### config.mk
export PLATFORM = sky130hd
export DESIGN_NAME = sudoku_ps2_cmd
export DESIGN_NICKNAME = d
export VERILOG_FILES = /design/src/rtl/sudoku_ps2_cmd.sv
export SDC_FILE = /design/constraint.sdc
export NUM_CORES = 1
export LEC_CHECK = 0
export BUFFER_PORTS_ARGS = -buffer_cell sky130_fd_sc_hd__buf_4
export CORE_MARGIN = 2
export CORE_UTILIZATION = 40
export DETAILED_ROUTE_END_ITERATION = 12
export HOLD_SLACK_MARGIN = 0.1
export PLACE_DENSITY = 0.66
export SLEW_MARGIN = 20
export SYNTH_ARGS = -nofsm -noshare
export SYNTH_HDL_FRONTEND = slang
export SYNTH_SLANG_ARGS = --single-unit
### constraint.sdc
create_clock -name clk -period 3.1 [get_ports clk]
set_input_delay 0.155 -clock clk [delete_from_list [all_inputs] [get_ports clk]]
set_output_delay 0.155 -clock clk [all_outputs]
set_load 0.02 [all_outputs]
### src/rtl/sudoku_ps2_cmd.sv
// PS/2 keyboard receiver and scancode decoder driving the Sudoku engine command port.
// Build option: define PS2_TYPEMATIC_EN to emit auto-repeat makes of the held key.
module sudoku_ps2_cmd #(
  parameter int unsigned TIMEOUT_CYCLES = 100000,
  parameter int unsigned SYNC_STAGES    = 2
) (
  input  logic       clk,
  input  logic       reset,
  input  logic       ps2_clk,
  input  logic       ps2_data,
  output logic [3:0] cmd_number,
  output logic       cmd_up,
  output logic       cmd_down,
  output logic       cmd_left,
  output logic       cmd_right,
  output logic       cmd_enter,
  output logic       cmd_valid,
  output logic       frame_error
);

  localparam logic       RX_IDLE  = 1'b0;
  localparam logic       RX_SHIFT = 1'b1;
  localparam logic [1:0] DEC_BASE = 2'd0;
  localparam logic [1:0] DEC_E0   = 2'd1;
  localparam logic [1:0] DEC_F0   = 2'd2;
  localparam logic [1:0] DEC_E0F0 = 2'd3;

  localparam int unsigned WD_NEED = $clog2(TIMEOUT_CYCLES + 1);
  localparam int unsigned WD_W    = (WD_NEED > 17) ? WD_NEED : 17;
  localparam logic [WD_W-1:0] WD_LIMIT = WD_W'(TIMEOUT_CYCLES);

  logic [SYNC_STAGES-1:0] r_clk_sync, r_dat_sync;
  logic                   r_clk_prev;
  logic                   w_clk_s, w_dat_s, w_fall;

  logic            r_rx_state;
  logic [3:0]      r_bit_cnt;
  logic [7:0]      r_shift;
  logic            r_parity;
  logic [WD_W-1:0] r_wd;
  logic [7:0]      r_byte;
  logic            r_byte_vld;
  logic            r_rx_err;

  logic [1:0] r_dec_state;
  logic [7:0] r_held_code;
  logic       r_held_ext;
  logic       r_held_vld;

  logic       w_ext, w_brk, w_e0_step, w_f0_step, w_final;
  logic       w_mapped, w_make, w_emit, w_held_match;
  logic [3:0] w_num;
  logic       w_up, w_down, w_left, w_right, w_enter;

  assign w_clk_s = r_clk_sync[SYNC_STAGES-1];
  assign w_dat_s = r_dat_sync[SYNC_STAGES-1];
  assign w_fall  = r_clk_prev & ~w_clk_s;

  always_ff @(posedge clk or negedge reset) begin
    if (!reset) begin
      r_clk_sync <= '0;
      r_dat_sync <= '0;
      r_clk_prev <= 1'b0;
    end else begin
      r_clk_sync <= {r_clk_sync[SYNC_STAGES-2:0], ps2_clk};
      r_dat_sync <= {r_dat_sync[SYNC_STAGES-2:0], ps2_data};
      r_clk_prev <= w_clk_s;
    end
  end

  // Bits 0-7 data, 8 parity, 9 stop; the watchdog only runs mid-frame.
  always_ff @(posedge clk or negedge reset) begin
    if (!reset) begin
      r_rx_state <= RX_IDLE;
      r_bit_cnt  <= 4'd0;
      r_shift    <= 8'd0;
      r_parity   <= 1'b0;
      r_wd       <= '0;
      r_byte     <= 8'd0;
      r_byte_vld <= 1'b0;
      r_rx_err   <= 1'b0;
    end else begin
      r_byte_vld <= 1'b0;
      r_rx_err   <= 1'b0;
      if (r_rx_state == RX_IDLE) begin
        r_wd <= '0;
        if (w_fall) begin
          if (!w_dat_s) begin
            r_rx_state <= RX_SHIFT;
            r_bit_cnt  <= 4'd0;
          end else begin
            r_rx_err <= 1'b1;
          end
        end
      end else if (w_fall) begin
        r_wd      <= '0;
        r_bit_cnt <= r_bit_cnt + 4'd1;
        if (r_bit_cnt < 4'd8) begin
          r_shift <= {w_dat_s, r_shift[7:1]};
        end else if (r_bit_cnt == 4'd8) begin
          r_parity <= w_dat_s;
        end else begin
          r_rx_state <= RX_IDLE;
          if ((^r_shift ^ r_parity) && w_dat_s) begin
            r_byte     <= r_shift;
            r_byte_vld <= 1'b1;
          end else begin
            r_rx_err <= 1'b1;
          end
        end
      end else if (r_wd == WD_LIMIT) begin
        r_rx_state <= RX_IDLE;
        r_rx_err   <= 1'b1;
      end else if (r_wd != {WD_W{1'b1}}) begin
        r_wd <= r_wd + 1'b1;
      end
    end
  end

  assign w_ext     = (r_dec_state == DEC_E0) || (r_dec_state == DEC_E0F0);
  assign w_brk     = (r_dec_state == DEC_F0) || (r_dec_state == DEC_E0F0);
  assign w_e0_step = (r_dec_state == DEC_BASE) && (r_byte == 8'hE0);
  assign w_f0_step = ((r_dec_state == DEC_BASE) || (r_dec_state == DEC_E0)) && (r_byte == 8'hF0);
  assign w_final   = r_byte_vld && !w_e0_step && !w_f0_step;

  always_comb begin
    w_num    = 4'd0;
    w_up     = 1'b0;
    w_down   = 1'b0;
    w_left   = 1'b0;
    w_right  = 1'b0;
    w_enter  = 1'b0;
    w_mapped = 1'b1;
    case ({w_ext, r_byte})
      9'h016:  w_num = 4'd1;
      9'h01E:  w_num = 4'd2;
      9'h026:  w_num = 4'd3;
      9'h025:  w_num = 4'd4;
      9'h02E:  w_num = 4'd5;
      9'h036:  w_num = 4'd6;
      9'h03D:  w_num = 4'd7;
      9'h03E:  w_num = 4'd8;
      9'h046:  w_num = 4'd9;
      9'h05A:  w_enter = 1'b1;
      9'h175:  w_up    = 1'b1;
      9'h172:  w_down  = 1'b1;
      9'h16B:  w_left  = 1'b1;
      9'h174:  w_right = 1'b1;
      default: w_mapped = 1'b0;
    endcase
  end

  assign w_held_match = r_held_vld && (r_held_ext == w_ext) && (r_held_code == r_byte);
  assign w_make       = w_final && !w_brk && w_mapped;
`ifdef PS2_TYPEMATIC_EN
  assign w_emit = w_make;
`else
  assign w_emit = w_make && !w_held_match;
`endif

  always_ff @(posedge clk or negedge reset) begin
    if (!reset) begin
      r_dec_state <= DEC_BASE;
      r_held_code <= 8'd0;
      r_held_ext  <= 1'b0;
      r_held_vld  <= 1'b0;
      cmd_number  <= 4'd0;
      cmd_up      <= 1'b0;
      cmd_down    <= 1'b0;
      cmd_left    <= 1'b0;
      cmd_right   <= 1'b0;
      cmd_enter   <= 1'b0;
      cmd_valid   <= 1'b0;
      frame_error <= 1'b0;
    end else begin
      if (r_rx_err) begin
        r_dec_state <= DEC_BASE;
      end else if (r_byte_vld) begin
        if (w_e0_step)      r_dec_state <= DEC_E0;
        else if (w_f0_step) r_dec_state <= (r_dec_state == DEC_BASE) ? DEC_F0 : DEC_E0F0;
        else                r_dec_state <= DEC_BASE;
      end
      if (w_make) begin
        r_held_code <= r_byte;
        r_held_ext  <= w_ext;
        r_held_vld  <= 1'b1;
      end else if (w_final && w_brk && w_held_match) begin
        r_held_vld <= 1'b0;
      end
      cmd_valid   <= w_emit;
      cmd_number  <= w_emit ? w_num : 4'd0;
      cmd_up      <= w_emit & w_up;
      cmd_down    <= w_emit & w_down;
      cmd_left    <= w_emit & w_left;
      cmd_right   <= w_emit & w_right;
      cmd_enter   <= w_emit & w_enter;
      frame_error <= r_rx_err;
    end
  end

endmodule
==> results.py <==
metrics = {
    "synthesis": {
        "synth_cells": 312,
        "synth_seq_cells": 69,
        "synth_top_area_cell": "dfrtp_1",
        "synth_fp_nets": 321,
        "syn_area_um2": 3510,
        "ys_warn_count": 0,
        "synth_common_cells": "dfrtp_1, nor2_1, nand2_1, xnor2_1, xor2_1",
        "synth.top_cell.area_share_pct": 49.2,
        "synth_edf_count": 0,
        "ys_seq_area_share_pct": 49.2,
        "yosysUniqueCellTypes": 60,
        "synth_most_common_cell": "dfrtp_1",
        "syn_avg_cell_area_um2": 11.3,
        "synth-async-reset-ratio_pct": 100,
        "synth_area_leaders": "dfrtp_1, xnor2_1, mux2_4, xor2_1, mux2_1",
        "synth_ff_type": "dfrtp_1",
    },
    "cts": {
        "clock_latency_ns": 0.35,
        "cts_tree": "done",
        "cts_resized": 0,
        "post_cts_buffers": 0,
        "root_buffer": "clkbuf_8",
        "cts_buffers": 9,
        "path_clk_slew_ns": 0.07,
        "clkSinkCount": 69,
        "htree_levels": 3,
        "cts_buffer_depth": 2,
    },
    "sta": {
        "tightest_slew_ns": 0.840,
        "hold_viol": 0,
        "fmax_mhz": 415,
        "period_minus_slack_ns": 2.41,
        "slew_headroom_pct": 44.0,
        "worst_clock_skew_ns": 0.00891,
        "maxSlewViolCount": 0,
        "fin_crit_sh_pct": 77.8,
        "rsz0062_at_grt": "false",
        "tns_ns": 0,
        "setup-violations-final": 0,
    },
    "cells_and_area": {
        "drive_gt1_share_pct": 15.9,
        "fin_cells": 441,
        "final_net_count": 338,
        "regArea_um2": 1730,
        "areaGrowthSynthToFinish_pct": 11.0,
        "diodes": 0,
        "multi_input_area_um2": 1690,
        "fillers": 825,
    },
    "floorplanning": {
        "dieHeight_um": 97.7,
        "die-area_um2": 9540,
        "die_x_um": 97.7,
        "num_io_pins": 15,
        "rows": 34,
        "core_um2": 8640,
        "start_util_pct": 40.7,
    },
    "global_routing": {
        "grt_max_degree": 70,
        "grt_pass1_vias": 2491,
        "antenna_found_initial": 0,
        "grt_pass1_wl_mm": 11.4,
        "grt_overflow": 0,
        "grt_use_total_pct": 14.7,
    },
    "place": {
        "dpl.hpwl_mm": 4.15,
        "gp_congestion": 0.816,
        "dp_cells": 423,
        "numPortBuffers": 14,
    },
    "hold_path": {
        "min_from": "r_dat_sync[0]",
        "hp-class": "flip-flop to flip-flop",
    },
    "critical_path": {
        "required_ns": 3.33,
        "rrSetupSlack_ns": 0.69,
        "timing.rr.end": "r_held_code[1]",
        "end_kind": "flip-flop",
        "critical_path.endpoint": "r_held_code[1]",
        "critPathArrivalTime_ns": 2.65,
        "rr_startpoint": "r_dec_state[0]",
        "cp_max_fo": 15,
        "cp-startpoint": "r_dec_state[0]",
        "critical_path_class": "flip-flop to flip-flop",
        "startpoint_type": "flip-flop",
        "reg2reg_depth": 5,
    },
    "route": {
        "wirelength_mm": 6.26,
        "wl_per_cell_um": 14.2,
        "ant_nets": 0,
        "vias": 2373,
        "drcViolationCount": 0,
        "first_pass_iters": 4,
        "via_per_inst": 5.38,
        "drt_iter0_drc": 110,
    },
    "power": {
        "power_leakage_nw": 1.74,
        "peakVddDrop_uv": 289,
        "powerDensity_nw_per_um2": 608,
    },
    "flow_run": {
        "max_cap_viol_count": 0,
    },
    "run_status": {
        "status": "finished clean",
    },
}
==> flip-flops by register name, indices dropped and copies added, names as in the netlist <==
register     flops
cmd_down         1
cmd_enter        1
cmd_left         1
cmd_number       4
cmd_right        1
cmd_up           1
cmd_valid        1
frame_error      1
r_bit_cnt        4
r_byte           8
r_byte_vld       1
r_clk_prev       1
r_clk_sync       2
r_dat_sync       2
r_dec_state      2
r_held_code      8
r_held_ext       1
r_held_vld       1
r_parity         1
r_rx_err         1
r_rx_state       1
r_shift          8
r_wd            17
==> cells by family after synthesis <==
group,share of synthesized area (%)
buffers and inverters,2.82
and+or+nand+nor,19.6
DFF,49.2
muxes,10.0
xor gates and xnor gates,8.52
adders and majority gates,1.78
AOI/OAI and AO/OA,8.13
==> cell type report <==
type,instances,share of cell area (%)
clock inverter,2,0.257
timing repair buffer,19,3.85
clock buffer,13,3.82
inverter,11,1.06
multi-input combinational,219,43.2
sequential,69,44.3
tap,108,3.47
==> cell usage in the layout (no fill, tap or decap), drive strengths merged, types with 4 or more instances in the layout <==
master | synthesis | layout
nor2 | 25 | 25
nor2b | 6 | 6
xor2 | 13 | 13
nand2b | 12 | 12
nor3 | 5 | 5
mux2 | 25 | 25
buf | 3 | 16
ha | 5 | 5
a21oi | 5 | 5
mux2i | 4 | 4
xnor2 | 16 | 16
dfrtp | 69 | 69
and3 | 5 | 5
nand3b | 4 | 4
o21ai | 9 | 9
nand3 | 9 | 9
clkbuf | 10 | 13
nand2 | 17 | 17
inv | 10 | 10
nand4 | 10 | 10
==> worst min-delay path by stage <==
stage | end | slack, ns | cells past startpoint
after CTS | r_dat_sync[1] | 0.35 | 0
after global routing | r_dat_sync[1] | 0.36 | 0
after global placement | r_dat_sync[0] | 0.26 | 1
final | r_dat_sync[1] | 0.35 | 0
after floorplan | cmd_down | -0.14 | 0
after detailed placement | r_clk_sync[0] | 0.27 | 1
==> routing by layer <==
| metal | global-route usage (%) | share of wire (%) |
|---|---|---|
| met3 | 4.96 | 4.2 |
| met2 | 23.2 | 47 |
| met1 | 18.6 | 47 |
| met5 | 0 | 0 |
| met4 | 5.56 | 1.6 |
==> what timing repair did <==
action	4_1_cts	5_1_grt
endpoints found under the setup margin	0	0
hold endpoints to repair	71	0
hold buffers	3	0
==> critical path, cell delays in order (launching register included) <==
cell,delay (ns)
dfrtp_1,0.53
or4b_1,0.58
or4_4,0.51
a31oi_4,0.19
o21ai_4,0.15
mux2_4,0.33
==> per-stage QoR <==
stage	util (%)	area [um2]	setup slack (ns)	hold slack [ns]	power (W)
floorplan	-	3510	0.728	-0.141	0.00164
global placement	42.9	3710	0.733	0.265	0.00174
detailed placement	42.9	3710	0.685	0.265	0.00176
CTS	45.1	3900	0.683	0.355	0.00240
global route	45.1	3900	0.548	0.365	0.00253
finish	45.1	3900	0.688	0.353	0.00237
==> power by group <==
part           switching, W  internal, W
sequential         0.000189      0.00101
clock              0.000318     0.000306
combinational      0.000241     0.000306
Note: power is estimated with default switching activity, not from simulation.
